### config.mk
export PLATFORM = sky130hd
export DESIGN_NAME = chunked_subtractor
export DESIGN_NICKNAME = d
export VERILOG_FILES = /design/src/rtl/chunked_subtractor.sv
export SDC_FILE = /design/constraint.sdc
export NUM_CORES = 1
export LEC_CHECK = 0
export ABC_AREA = 0
export CORE_MARGIN = 2
export CORE_UTILIZATION = 50
export DETAILED_ROUTE_END_ITERATION = 16
export PLACE_DENSITY_LB_ADDON = 0.05
export SLEW_MARGIN = 5
export SYNTH_ARGS = -nofsm -noshare
export SYNTH_HDL_FRONTEND = slang
export SYNTH_SLANG_ARGS = --single-unit
export TNS_END_PERCENT = 50
### constraint.sdc
create_clock -name clk -period 11.1 [get_ports clk]
set_clock_uncertainty 0.1 [all_clocks]
set_input_delay 2.22 -clock clk [delete_from_list [all_inputs] [get_ports clk]]
set_output_delay 2.22 -clock clk [all_outputs]
set_load 0.02 [all_outputs]
### src/rtl/chunked_subtractor.sv
// Multi-cycle subtractor: diff = minuend - subtrahend - borrow_in, CHUNK_WID bits per clock.
// Define SUB_FLAGS_EN to add the registered zero and overflow flag outputs.
module chunked_subtractor #(
  parameter int DATA_WID  = 32,
  parameter int CHUNK_WID = 8
) (
  input  logic                clk,
  input  logic                rst,
  input  logic                in_valid,
  output logic                in_ready,
  input  logic [DATA_WID-1:0] minuend,
  input  logic [DATA_WID-1:0] subtrahend,
  input  logic                borrow_in,
  output logic                out_valid,
  input  logic                out_ready,
  output logic [DATA_WID-1:0] diff,
`ifdef SUB_FLAGS_EN
  output logic                zero,
  output logic                overflow,
`endif
  output logic                borrow_out
);

  localparam int NUM_CHUNKS = DATA_WID / CHUNK_WID;
  localparam int IDX_W      = (NUM_CHUNKS > 1) ? $clog2(NUM_CHUNKS) : 1;
  localparam logic [IDX_W-1:0] LAST_IDX = IDX_W'(NUM_CHUNKS - 1);
  localparam int MSB        = DATA_WID - 1;

  typedef enum logic [1:0] {IDLE, RUN, DONE} state_t;

  state_t                state, state_nxt;
  logic [DATA_WID-1:0]   a_q, b_q, diff_q, diff_nxt;
  logic [IDX_W-1:0]      idx;
  logic                  borrow_reg, borrow_out_q, chunk_bout;
  logic [CHUNK_WID-1:0]  chunk_diff;

  // Subtraction as A + ~B + ~borrow; the borrow out is the inverted carry.
  function automatic logic [CHUNK_WID:0] chunk_sub(input logic [CHUNK_WID-1:0] a,
                                                   input logic [CHUNK_WID-1:0] b,
                                                   input logic bin);
    logic [CHUNK_WID:0] sum;
    sum = {1'b0, a} + {1'b0, ~b} + {{CHUNK_WID{1'b0}}, ~bin};
    return {~sum[CHUNK_WID], sum[CHUNK_WID-1:0]};
  endfunction

  always_comb begin
    {chunk_bout, chunk_diff} = chunk_sub(a_q[int'(idx)*CHUNK_WID +: CHUNK_WID],
                                         b_q[int'(idx)*CHUNK_WID +: CHUNK_WID],
                                         borrow_reg);
    diff_nxt = diff_q;
    diff_nxt[int'(idx)*CHUNK_WID +: CHUNK_WID] = chunk_diff;
  end

  always_comb begin
    state_nxt = state;
    case (state)
      IDLE:    if (in_valid) state_nxt = RUN;
      RUN:     if (idx == LAST_IDX) state_nxt = DONE;
      DONE:    if (out_ready) state_nxt = IDLE;
      default: state_nxt = IDLE;
    endcase
  end

  always_ff @(posedge clk) begin
    if (rst) begin
      state        <= IDLE;
      idx          <= '0;
      borrow_reg   <= 1'b0;
      diff_q       <= '0;
      borrow_out_q <= 1'b0;
`ifdef SUB_FLAGS_EN
      zero         <= 1'b0;
      overflow     <= 1'b0;
`endif
    end else begin
      state <= state_nxt;
      case (state)
        IDLE: begin
          if (in_valid) begin
            a_q        <= minuend;
            b_q        <= subtrahend;
            borrow_reg <= borrow_in;
            idx        <= '0;
          end
        end
        RUN: begin
          diff_q     <= diff_nxt;
          borrow_reg <= chunk_bout;
          idx        <= idx + 1'b1;
          // Last chunk: publish the final borrow and flags as DONE is entered.
          if (idx == LAST_IDX) begin
            idx          <= '0;
            borrow_out_q <= chunk_bout;
`ifdef SUB_FLAGS_EN
            zero         <= (diff_nxt == '0);
            overflow     <= (a_q[MSB] != b_q[MSB]) && (diff_nxt[MSB] != a_q[MSB]);
`endif
          end
        end
        default: ;
      endcase
    end
  end

  assign in_ready   = (state == IDLE);
  assign out_valid  = (state == DONE);
  assign diff       = diff_q;
  assign borrow_out = borrow_out_q;

endmodule

# After elaboration in Yosys (flattened, before gate mapping)
# Cells that the tools add are included.
[classes]
n_addsub = 4
mul = 0
div = 0
magnitude_cmp = 0
eq_ne = 6
shift = 4
mux = 10
n_bitwise = 4
reduce_logical = 6
[ops]
columns = ["op", "n"]
rows = [
  ["indexed part select 32 x 6 -> 8 bit", 2],
  ["negator 5 -> 33 bit", 1],
  ["variable shift 8 x 33 -> 32 bit, first input constant", 1],
  ["indexed part select 8 x 33 -> 32 bit", 1],
  ["bitwise mux 32 bit", 1],
  ["two-way mux 2 bit", 5],
  ["adder 8 x 8 -> 9 bit", 1],
  ["adder 9 x 1 -> 9 bit", 1],
  ["NOT 8 bit", 1],
  ["case mux 2 bit (3 select lines)", 1],
  ["AND reduction 3 bit", 2],
  ["equality test 2 bit, second input constant", 2],
  ["inequality test 2 bit, second input constant", 2],
  ["case mux 2 bit (2 select lines)", 1],
  ["AND reduction 2 bit", 2],
  ["NOT 1 bit", 3],
  ["adder 2 x 1 -> 2 bit, second input constant", 1],
  ["equality test 2 x 1 -> 1 bit, second input constant", 1],
  ["zero test 2 bit", 1],
  ["inequality test 2 x 1 -> 1 bit, second input constant", 1],
  ["case mux 1 bit (2 select lines)", 1],
  ["nonzero test 2 bit", 1],
  ["two-way mux 1 bit", 1],
]
[totals]
reg_bits = 102
latch_bits = 0
ramBits = 0
romBits = 0
input_bits = 69
out_inout_bits = 35
wordCells = 41
memories = 0

# Longest topological paths before layout
# Gate-level depths: netlist (run 1).
[depth]
ltp_word = 6
depth_mapped = 11
ltp_nobuf = 9

# Least setup slack after synthesis (run 1)
# Ideal clock, no wire load.
[synth_timing]
path_type = "input port to flip-flop"
startpoint = "input rst"
endpoint = "register a_q[0], enable pin"
setup_time_ns = 0.565
arrival_ns = 7.005
required_ns = 10.435
path_slack_ns = 3.431
path_stages = 3
n_path_buf = 2
cell_sequence = "buf_2 -> buf_1 -> nor3_1"
[synth_between]
elab_chain_len = 2
[synth_rtl]
columns = ["item", "line", "text"]
rows = [
  ["start: declaration", "8", "input logic rst,"],
  ["NOT 1 bit (no source line)", "n/a", ""],
  ["AND reduction 3 bit (no source line)", "n/a", ""],
  ["end signal: assignment", "80", "a_q <= minuend;"],
  ["end: declaration", "32", "logic [DATA_WID-1:0] a_q, b_q, diff_q, diff_nxt;"],
]
# No other way between the ends.
# A chain may end at the register's enable or synchronous reset.

# Final worst setup path (run 1)
[layout_timing]
startpoint = "register state[1]"
endpoint = "output out_valid"
[layout_between]
elab_chain_len = 1
[layout_rtl]
columns = ["item", "line", "text"]
rows = [
  ["start: declaration", "31", "state_t state, state_nxt;"],
  ["start signal: assignment", "76", "state <= state_nxt;"],
  ["equality test 2 bit", "106", "assign out_valid = (state == DONE);"],
  ["end: declaration", "14", "output logic out_valid,"],
]
# No other way between the ends.

==> results.toml, run 1 <==
[grt]
track_usage_pct = 19.0
antenna_found_initial = 0
grt_pass1_vias = 2910
grt_max_degree = 65
grt_pass1_wl_um = 14200
overflow = 0

[timing]
hold_viol = 0
period_needed_ns = 4.06
fmax_mhz = 246
fin_crit_sh_pct = 36.6
drv_slew = 0
fin_ws_ns = 7.04
slew_headroom_pct = 47.5
finalSetupTns_ns = 0
worst_pin_slew_ns = 0.787
setup_viol = 0
rsz0062_at_grt = "false"

[worst_setup_path]
crit_family = "buffers and inverters"
crit_type = "register to primary output"
worstSetupStartpointType = "register"
cp.arrival_ns = 1.74
endpoint_kind = "primary output"
slowest_stage = "clkdlybuf4s50_1"
crit_required_ns = 8.78
path_buf_inv = 1
crit_fanout = 10
cpPeakStageDelay_ns = 0.63
crit_chain = "nor2b_1 -> clkdlybuf4s50_1"

[logic_synthesis]
yosys_warnings = 0
ys_seq_area_share_pct = 61.6
syn-instance-count = 317
synth_edf_count = 64
yosysMostFrequentCell = "edfxtp_1"
synth_ff_type = "edfxtp_1"
syn_avg_cell_area_um2 = 13.7
synthTopCellsByArea = "edfxtp_1 44%, dfxtp_1 17%, mux4_2 8.3%"
postSynth.asyncResetShare_pct = 0
synth_top_cell_area_share_pct = 44.1
synth_top_area_cell = "edfxtp_1"
yosysUniqueCellTypes = 47
syn_nets = 401
netlist_area_um2 = 4350
synth_common_cells = "64 x edfxtp_1, 43 x nor2_1, 38 x dfxtp_1"
ys_ff_latch = 102

[route]
vias_per_cell = 5.48
antenna_left = 0
drc_errors = 0
wl_um = 8630
drtIter0Drc = 160
num_vias = 2938
drt_first_pass_iters = 4
drt-wirelength-per-cell_um = 16.1

[clocking]
cts_sinks = 102
numCtsBuffers = 9
cts_max_level = 3
postCtsHoldBufs = 0
path_clk_slew_ns = 0.10
postCtsResizedCells = 0
cts_setup_buffers = 0
clock_latency_ns = 0.36
cts_tree = "done"
clock-root-buffer = "clkbuf_8"
cts_buffer_depth = 2

[placement]
gp_congestion = 0.811
dp.cells = 520
post-place-ws_ns = 6.81
dp_hpwl_um = 6320
port-buffer-count = 103

[pwr]
p_leak_nw = 1.99
irDropWorstVdd_v = 0.0000875
power_density_nw_per_um2 = 141

[worst_hold_path]
hold_path_class = "register to register"

[final_layout]
drive_gt1_share_pct = 10.3
area_delta_synth_final_pct = 31.1
fill_cells = 649
finalNonFillerCells = 536
diodes = 0
nets = 507
finalCoreUtilization_pct = 66.5

[flow_run]
maxCapViolCount = 0

[die]
die_area_um2 = 9470
core_um2 = 8590
rows = 34
start_util_pct = 50.7
die_w_um = 97.3
die_h_um = 97.3
io_pins = 104

[outcome]
status = "finished, final reports clean"
-- placed cells by master (no fill, tap or decap), drive strengths merged, types with 9 or more instances in the layout --
cell type / synthesis / routed
dfxtp: 38 / 38
inv: 12 / 13
o21ai: 9 / 9
ha: 13 / 13
nand2: 10 / 10
mux4: 16 / 16
a22oi: 10 / 10
clkdlybuf4s50: 0 / 103
nor2: 43 / 43
a21oi: 18 / 18
edfxtp: 64 / 64
clkbuf: 1 / 13
-- cells by family (layout without fill, tap and decap cells) --
| kind of cell | Yosys count | after routing | synth area share [%] |
|---|---|---|---|
| AND/OR/NAND/NOR | 97 | 97 | 12.5 |
| multiplexers | 16 | 16 | 8.28 |
| XOR/XNOR | 1 | 1 | 0.201 |
| AO/OA/AOI/OAI | 62 | 62 | 10.0 |
| flip-flops | 102 | 102 | 61.6 |
| buffers and inverters | 24 | 135 | 2.70 |
| adder cells (fa/ha/maj) | 15 | 15 | 4.66 |
-- per-layer routing --
metal	share of wire [%]	global-route usage, %	routed length, µm	vias to the layer above
met3	5.7	5.04	490	8
met2	49	31.4	4270	96
li1	-	-	-	1424
met5	0	0	0	-
met1	44	25.1	3780	1410
met4	1.0	5.24	90	0
-- cell type report --
class	count	area, µm²	share of cell area [%]
Multi-Input combinational cell	191	1560	27.3
Sequential cell	102	2680	47.0
Inverter	12	45.0	0.789
Clock inverter	3	46.3	0.811
Timing Repair Buffer	107	1060	18.6
Clock buffer	13	181	3.18
Tap cell	108	135	2.37
-- worst register-to-register path, stage by stage (launching register included) --
cell,delay (ns)
dfxtp_1,0.81
buf_4,0.38
mux4_2,0.55
fa_1,0.45
fa_1,0.42
nor2b_1,0.16
o31a_1,0.23
o211ai_1,0.22
a22o_1,0.25
-- stage by stage --
step | instance area (µm²) | total power [mW] | hold WS (ns)
4_1_cts | 5710 | 0.807 | 0.375
2_1_floorplan | 4350 | 0.508 | 0.412
6_report | 5710 | 0.803 | 0.376
3_5_place_dp | 5480 | 0.556 | 0.356
3_3_place_gp | 5480 | 0.553 | 0.357
5_1_grt | 5710 | 0.837 | 0.395
-- path summary, 6_finish.rpt --
path | from | slack [ns] | to | depth (start not counted)
setup / recovery | state[1]$_SDFFE_PP0P_ | 7.04 | out_valid | 2
hold / removal | diff[5]$_SDFFE_PP0P_ | 0.38 | diff[5]$_SDFFE_PP0P_ | 2
setup reg to reg | idx[0]$_SDFFE_PP0P_ | 7.40 | diff[30]$_SDFFE_PP0P_ | 8
hold reg to reg | diff[5]$_SDFFE_PP0P_ | 0.38 | diff[5]$_SDFFE_PP0P_ | 2
-- report_power, final --
| group | switching [mW] | internal [mW] | total (mW) |
|---|---|---|---|
| clock network | 0.123 | 0.133 | 0.256 |
| logic | 0.0613 | 0.0602 | 0.122 |
| registers | 0.00719 | 0.418 | 0.425 |
Power figures use the tool's default switching activity.
==> inputs of run 2 (changes only) <==
==> constraint.sdc (replaced) <==
create_clock -name clk -period 4 [get_ports clk]
set_clock_uncertainty 0.1 [all_clocks]
set_input_delay 0.8 -clock clk [delete_from_list [all_inputs] [get_ports clk]]
set_output_delay 0.8 -clock clk [all_outputs]
set_load 0.02 [all_outputs]
==> results.toml, run 2 (synthesized netlist as in run 1, its figures left out) <==
[worst_setup_path]
crit_fanout = 12
r2r_start = "idx[0]$_SDFFE_PP0P_"
worstSetupStartpointType = "register"
crit_required_ns = 4.16
crit_top_cell = "fa_1"
crit_type = "register to register"
reg2reg_to = "diff[22]$_SDFFE_PP0P_"
cp_num_cells = 9
crit_chain = "buf_4 -> mux4_2 -> inv_1 -> fa_1 -> fa_1 -> nor2b_1 -> o31a_1 -> o211ai_1 -> a22o_1"
path_buf_inv = 2
regToRegSetupSlack_ns = 1.03
cpPeakStageDelay_ns = 0.47
crit_family = "adder cells"
crit_start = "idx[0]$_SDFFE_PP0P_"
r2r_cells = 9
endpoint_kind = "register"
cp.arrival_ns = 3.12
cp-endpoint = "diff[22]$_SDFFE_PP0P_"
slowest_stage = "fa_1"

[timing]
period_needed_ns = 2.97
holdWs_ns = 0.383
setup_viol = 0
drv_slew = 0
slew_headroom_pct = 61.8
worst_pin_slew_ns = 0.569
rsz0062_at_grt = "false"
hold_viol = 0
fin_crit_sh_pct = 74.2
finalSetupTns_ns = 0
fin_ws_ns = 1.03
fmax_mhz = 337

[grt]
grt_pass1_vias = 3099
grt_max_degree = 65
grt_pass1_wl_um = 15000
track_usage_pct = 20.0
overflow = 0
antenna_found_initial = 0

[clocking]
clock_latency_ns = 0.36
numCtsBuffers = 9
path_clk_slew_ns = 0.10
cts_setup_buffers = 0
postCtsHoldBufs = 0
clock-root-buffer = "clkbuf_8"
cts_sinks = 102
postCtsResizedCells = 0
cts_tree = "done"
cts_max_level = 3
cts_buffer_depth = 2

[pwr]
combPwrFrac_pct = 16.4
irDropWorstVdd_v = 0.000181
finalPower_mw = 2.11
seqPwrFrac_pct = 55.7
switching_share_pct = 26.2
p_int_mw = 1.56
power_density_nw_per_um2 = 372
clock_power_share_pct = 27.9
p_leak_nw = 1.98
switching_power_mw = 0.554

[route]
drc_errors = 0
num_vias = 2941
vias_per_cell = 5.48
wl_um = 9060
drtIter0Drc = 145
antenna_left = 0
drt-wirelength-per-cell_um = 16.9
drt_first_pass_iters = 4

[worst_hold_path]
whs_path_depth = 2
hold_path_class = "register to register"

[final_layout]
layout_commonest_cell = "clkdlybuf4s50_1"
drive_gt1_share_pct = 10.7
nets = 509
finalCoreUtilization_pct = 66.2
fill_cells = 646
diodes = 0
finalNonFillerCells = 537
final_cell_mix = "103 x clkdlybuf4s50_1, 64 x edfxtp_1, 43 x nor2_1"
area_delta_synth_final_pct = 30.6
final_area_um2 = 5690

[die]
die_h_um = 97.3
die_w_um = 97.3
die_area_um2 = 9470
core_um2 = 8590
rows = 34
start_util_pct = 50.7
io_pins = 104

[placement]
postPlaceCellArea_um2 = 5520
dp.cells = 522
port-buffer-count = 103
gp_congestion = 0.795
dp_hpwl_um = 6760
post-place-ws_ns = 1.01

[outcome]
status = "finished, final reports clean"

[flow_run]
maxCapViolCount = 0
## run 2: power groups by stage
stage          Combinational, mW  Clock, mW  Sequential, mW
2_1_floorplan              0.202          0            1.20
3_3_place_gp               0.341          0            1.20
3_5_place_dp               0.346          0            1.20
4_1_cts                    0.348      0.604            1.18
5_1_grt                    0.379      0.643            1.18
6_report                   0.347      0.590            1.18
## run 2: cell type report
type	instances	area (µm²)	area share (%)
flip-flops and latches	102	2680	47.2
clock buffers	9	124	2.18
multi-input cells	191	1570	27.5
well taps	108	135	2.38
repair buffers	109	1090	19.1
inverters	12	45.0	0.792
clock inverters	6	47.5	0.836
## run 2: metal layers
metal  vias up  part of all wire (%)  track usage (%)
met4         0                   1.0             6.20
met3         8                   5.4             4.17
met2        94                    51             35.4
met1      1410                    42             24.9
met5         -                     0                0
li1       1429                     -                -
## run 2: worst min path at each step
stage	from	slack (ns)	to
2_1_floorplan	state[1]$_SDFFE_PP0P_	0.43	state[0]$_SDFFE_PP0P_
3_3_place_gp	diff[5]$_SDFFE_PP0P_	0.34	diff[5]$_SDFFE_PP0P_
3_5_place_dp	diff[6]$_SDFFE_PP0P_	0.36	diff[6]$_SDFFE_PP0P_
4_1_cts	diff[6]$_SDFFE_PP0P_	0.38	diff[6]$_SDFFE_PP0P_
5_1_grt	diff[14]$_SDFFE_PP0P_	0.40	diff[14]$_SDFFE_PP0P_
6_report	diff[13]$_SDFFE_PP0P_	0.38	diff[13]$_SDFFE_PP0P_
## run 2: tightest hold or removal path: stages, from the launching register on
cell and delay, ns:
dfxtp_1 0.35, nand2_1 0.05, o21ai_0 0.06
